==> config.mk <==
export PLATFORM = sky130hd
export DESIGN_NAME = prog_lut
export DESIGN_NICKNAME = d
export VERILOG_FILES = /design/src/rtl/prog_lut.sv
export SDC_FILE = /design/constraint.sdc
export NUM_CORES = 1
export LEC_CHECK = 0
export CORE_MARGIN = 2
export CORE_UTILIZATION = 35
export CTS_CLUSTER_DIAMETER = 50
export DETAILED_ROUTE_END_ITERATION = 12
export GPL_ROUTABILITY_DRIVEN = 0
export PLACE_DENSITY = 0.52
export RECOVER_POWER = 100
export SYNTH_ARGS = -nofsm -noshare
export SYNTH_HDL_FRONTEND = slang
export SYNTH_SLANG_ARGS = --single-unit
==> constraint.sdc <==
create_clock -name clk -period 3.44 [get_ports clk]
set_input_delay 1.032 -clock clk [delete_from_list [all_inputs] [get_ports clk]]
set_output_delay 1.032 -clock clk [all_outputs]
set_load 0.01 [all_outputs]
==> src/rtl/prog_lut.sv <==
// Writable signed-offset lookup table with two registered read channels and a clear sweep.
// Optional write lock enabled by defining PROG_LUT_WR_LOCK_EN.
module prog_lut #(
  parameter int unsigned IDX_W  = 4,
  parameter int unsigned DATA_W = 10
) (
  input  logic              clk,
  input  logic              rst_n,
  input  logic              wr_en,
  input  logic [IDX_W-1:0]  wr_idx,
  input  logic [DATA_W-1:0] wr_data,
  input  logic              clr,
  output logic              busy,
  input  logic              rd_req0,
  input  logic              rd_req1,
  input  logic [IDX_W-1:0]  rd_idx0,
  input  logic [IDX_W-1:0]  rd_idx1,
  input  logic              rel0,
  input  logic              rel1,
  input  logic [DATA_W-1:0] pc_in,
`ifdef PROG_LUT_WR_LOCK_EN
  input  logic              lock,
  output logic              wr_err,
`endif
  output logic [DATA_W-1:0] out0,
  output logic [DATA_W-1:0] out1,
  output logic              valid0,
  output logic              valid1
);

  localparam int unsigned DEPTH = 2 ** IDX_W;

  typedef enum logic [0:0] {StIdle, StClear} state_e;

  state_e             state_q, state_d;
  logic [IDX_W-1:0]   clr_ptr_q, clr_ptr_d;
  logic [DATA_W-1:0]  mem_q [DEPTH];
  logic [DATA_W-1:0]  out0_q, out1_q;
  logic               valid0_q, valid1_q;

  logic               idle, locked, wr_fire, clr_start;
  logic               acc0, acc1;
  logic [DATA_W-1:0]  rd_data0, rd_data1, res0, res1;

`ifdef PROG_LUT_WR_LOCK_EN
  logic lock_q, wr_err_q;

  always_ff @(posedge clk or negedge rst_n) begin
    if (!rst_n) begin
      lock_q   <= 1'b0;
      wr_err_q <= 1'b0;
    end else begin
      lock_q   <= lock_q | lock;
      // Dropped writes and refused sweeps both report one cycle later.
      wr_err_q <= lock_q & (wr_en | (clr & idle));
    end
  end

  assign locked = lock_q;
  assign wr_err = wr_err_q;
`else
  assign locked = 1'b0;
`endif

  always_comb begin
    idle      = (state_q == StIdle);
    wr_fire   = idle & wr_en & ~locked;
    clr_start = idle & clr & ~locked;
    state_d   = state_q;
    clr_ptr_d = clr_ptr_q;
    unique case (state_q)
      StIdle: begin
        if (clr_start) begin
          state_d   = StClear;
          clr_ptr_d = '0;
        end
      end
      StClear: begin
        clr_ptr_d = clr_ptr_q + 1'b1;
        if (&clr_ptr_q) state_d = StIdle;
      end
      default: state_d = StIdle;
    endcase
  end

  always_comb begin
    acc0     = rd_req0 & idle;
    acc1     = rd_req1 & idle;
    // Same-edge write to the read index is forwarded to the reader.
    rd_data0 = (wr_fire && (wr_idx == rd_idx0)) ? wr_data : mem_q[rd_idx0];
    rd_data1 = (wr_fire && (wr_idx == rd_idx1)) ? wr_data : mem_q[rd_idx1];
    res0     = rel0 ? (pc_in + rd_data0) : rd_data0;
    res1     = rel1 ? (pc_in + rd_data1) : rd_data1;
  end

  always_ff @(posedge clk or negedge rst_n) begin
    if (!rst_n) begin
      state_q   <= StIdle;
      clr_ptr_q <= '0;
    end else begin
      state_q   <= state_d;
      clr_ptr_q <= clr_ptr_d;
    end
  end

  always_ff @(posedge clk or negedge rst_n) begin
    if (!rst_n) begin
      for (int i = 0; i < DEPTH; i++) mem_q[i] <= '0;
    end else if (state_q == StClear) begin
      mem_q[clr_ptr_q] <= '0;
    end else if (wr_fire) begin
      mem_q[wr_idx] <= wr_data;
    end
  end

  always_ff @(posedge clk or negedge rst_n) begin
    if (!rst_n) begin
      out0_q   <= '0;
      out1_q   <= '0;
      valid0_q <= 1'b0;
      valid1_q <= 1'b0;
    end else begin
      valid0_q <= acc0;
      valid1_q <= acc1;
      if (acc0) out0_q <= res0;
      if (acc1) out1_q <= res1;
    end
  end

  assign busy   = (state_q == StClear);
  assign out0   = out0_q;
  assign out1   = out1_q;
  assign valid0 = valid0_q;
  assign valid1 = valid1_q;

endmodule

==> results.yml <==
run_status:
  outcome: "complete, but fails checks"
  violations: "capacitance limit, slew limit, setup timing"
logic_synthesis:
  ys_seq_area_frac: 0.438
  synth_top_area_share: 0.438
  syn_area_per_cell_sq_um: 12.9
  synth_area_leader_cell: "dfrtp_1"
  yosys_most_used_dff: "dfrtp_1"
  ys_types: 46
  yosysWarnings: 0
  synth_area_sq_um: 10700
  synth.area.top_cells: "dfrtp_1 44%, mux4_2 21%, a22o_1 12%"
  synth_edf_count: 0
  async_flop_share: 1.00
  syn_inst: 828
  ys_ff_latch: 187
  syn_nets: 892
timing:
  final_max_slew_viol_count: 99
  rsz0062_at_grt: "true"
  whs_ns: 0.462
  max_slew_margin: -0.175
  finalSetupViolations: 10
  setup_slack_ns: -0.469
  hold_viol_final: 0
  fin_skew_ns: 0.00981
  period_share: 1.14
  max_slew.worst_pin.slew_ns: 1.76
  fin_crit_ns: 3.91
  clock.fmax_mhz: 256
cells_and_area:
  area_growth_pct: 37.4
  register_area_sq_um: 4680
  multi_input_area_sq_um: 6250
  layout-drive-gt1-share: 0.411
  finalNetCount: 1129
  antennaDiodeCount: 0
  fillCellCount: 2654
  design_area_sq_um: 14700
routing:
  drtIter0Drc: 886
  drcViolationCount: 0
  drt-met1-wl_mm: 16.4
  top_layer: "met4"
  wl_per_cell_um: 26.6
  drt-total-wl_mm: 39.0
  viasPerCell: 5.98
  vias: 8784
  route.met3.wl_mm: 3.08
  wl_met2_mm: 18.1
  antenna_left: 0
  dr.pass1.iters: 7
power:
  pwr-share-clk: 0.239
  combPwrFrac: 0.395
  p_leak_uw: 0.00667
  swShare: 0.357
  power_switching_uw: 2960
  seqPwrFrac: 0.366
  p_int_uw: 5340
  ir_drop_mv: 0.366
  p_per_area_nw_per_um2: 566
critical_path:
  reg2regPathDepth: 11
  crit_slowest_cell: "mux4_2"
  critPathMaxFanout: 7
  end_kind: "register"
  max_stage_delay_ns: 0.53
  path_cells: "buf_12 -> buf_12 -> mux4_2 -> mux4_2 -> mux2_4 -> ha_4 -> fa_2 -> a21oi_4 -> o21ai_2 -> a2111oi_4 -> o21ai_1 -> nor3b_2 -> a211o_1"
  required_ns: 3.78
  crit_path_start_kind: "primary input"
  critPathKind: "in2reg"
  crit_arrival_ns: 4.24
floorplan:
  io_pins: 63
  die_h_um: 179
  start_util: 0.358
  core_sq_um: 29900
  die-area_sq_um: 31900
  num_rows: 63
  die_w_um: 179
placed_design:
  place_hpwl_mm: 26.9
  portBuffers: 62
  placed_area_sq_um: 13500
worst_hold_path:
  min_path_type: "reg2reg"
  hold_path_depth: 2
global_routing:
  grt_pass1_vias: 8919
  antenna_found_initial: 0
  gr-usage-all-layers: 0.253
  grt_max_degree: 68
  grt-ovfl-total: 0
  grt_pass1_wl_mm: 58.3
clocking:
  clock_latency_ns: 0.45
  cts_hold_buf: 0
  path_clk_slew_ns: 0.08
  clock-sinks: 187
  clock_path_buffers: 2
  numCtsBuffers: 17
  cts_tree: "done"
  cts_root_buf: "clkbuf_16"
  htree_levels: 4
run:
  drv_cap: 2
[layout by cell type (no fill, tap or decap), types with 8 or more instances in the layout]
| master | count |
|---|---|
| ha_4 | 16 |
| dfrtp_1 | 187 |
| clkbuf_1 | 8 |
| mux2_4 | 16 |
| xnor2_1 | 11 |
| buf_6 | 9 |
| buf_4 | 180 |
| clkbuf_2 | 11 |
| o21ai_1 | 11 |
| a22o_1 | 150 |
| nor2_1 | 35 |
| clkdlybuf4s50_1 | 28 |
| dlygate4sd3_1 | 24 |
| o21ai_0 | 19 |
| buf_12 | 23 |
| a21oi_1 | 27 |
| mux4_2 | 100 |
| clkbuf_16 | 17 |
| xor2_1 | 9 |
| nand2_1 | 34 |
| inv_1 | 13 |
| mux2i_1 | 14 |
[sequential cells by signal (all words and copies together) (netlist names)]
| name | cells |
|---|---|
| mem_q | 160 |
| out1 | 10 |
| valid0 | 1 |
| valid1 | 1 |
| clr_ptr_q | 4 |
| out0 | 10 |
| busy | 1 |
[path summary, 6_finish.rpt]
kind	from	endpoint	slack (ns)
setup / recovery	rd_idx0[0]	out0[8]	-0.47
hold / removal	out1[2]	out1[2]	0.46
setup reg to reg	mem_q[0]	out1[8]	-0.08
hold reg to reg	out1[2]	out1[2]	0.46
max in group asynchronous	rst_n	mem_q[2]	0.72
min in group asynchronous	rst_n	out1[5]	1.04
[metal layers]
layer,vias to the layer above,track usage
li1,3762,-
met1,4531,0.346
met2,404,0.396
met3,87,0.0526
met4,0,0.100
met5,-,0
[through the flow]
stage	total power, uW	setup slack (ns)	TNS, ns	util	instances
floorplan	4660	-0.992	-8.75	-	828
global placement	6160	-1.15	-13.02	0.451	1420
detailed placement	6170	-1.18	-13.39	0.451	1420
CTS	8350	-0.432	-2.82	0.490	1466
global route	8720	-0.541	-4.05	0.491	1468
finish	8310	-0.469	-2.78	0.491	1468
[cells in the mapped netlist (3+ instances only)]
cell type  number
a21o_1          5
nor3b_1         5
inv_1          13
xor2_1          9
nand3_1         7
nor3_1          9
mux2i_1        14
nand2_1        34
nand2b_1        6
clkbuf_1       61
a21oi_1        34
o21ai_0        39
buf_2           4
o21a_1          3
buf_4           4
ha_1           22
or3_1           7
xnor2_1        13
buf_1           4
nor2_1         37
mux2_2         18
a22o_1        150
dfrtp_1       187
mux4_2        100
a2111oi_0       4
a211oi_1        4
[power groups by stage]
stage / clock, uW / combinational [uW] / sequential [uW]
6_report: 1990 / 3280 / 3040
5_1_grt: 2110 / 3510 / 3100
4_1_cts: 2010 / 3300 / 3040
3_5_place_dp: 0 / 3110 / 3070
3_3_place_gp: 0 / 3090 / 3060
2_1_floorplan: 0 / 1640 / 3020
[kinds of logic (layout without fill, tap and decap cells)]
logic type | after synthesis | after routing | share of synthesized area
compound gates | 257 | 257 | 0.185
xor+xnor | 22 | 22 | 0.0180
fa+ha+maj | 24 | 24 | 0.0295
buf+inv | 88 | 338 | 0.0342
flops | 187 | 187 | 0.438
mux | 132 | 132 | 0.243
simple gates | 118 | 118 | 0.0525
[critical path, delay by kind of cell]
kind | cells | cell delay (ns)
multiplexers | 3 | 1.29
AO/OA/AOI/OAI | 5 | 0.97
adder cells (fa/ha/maj) | 2 | 0.54
buffers and inverters | 2 | 0.25
AND/OR/NAND/NOR | 1 | 0.16
[timing repair]
item                                    4_1_cts  5_1_grt
pin swaps                                    25       28
resized for setup                            86       24
cloned                                        2        0
setup buffers                                13        6
endpoints found under the setup margin       14       14
[final cells by class]
cell class              instances  share of cell area
multi-input cells             553               0.426
inverters                      13             0.00333
clock buffers                  17              0.0290
repair buffers                293               0.179
well taps                     390              0.0333
flip-flops and latches        187               0.319
clock inverters                15              0.0106
Power figures use the tool's default switching activity.
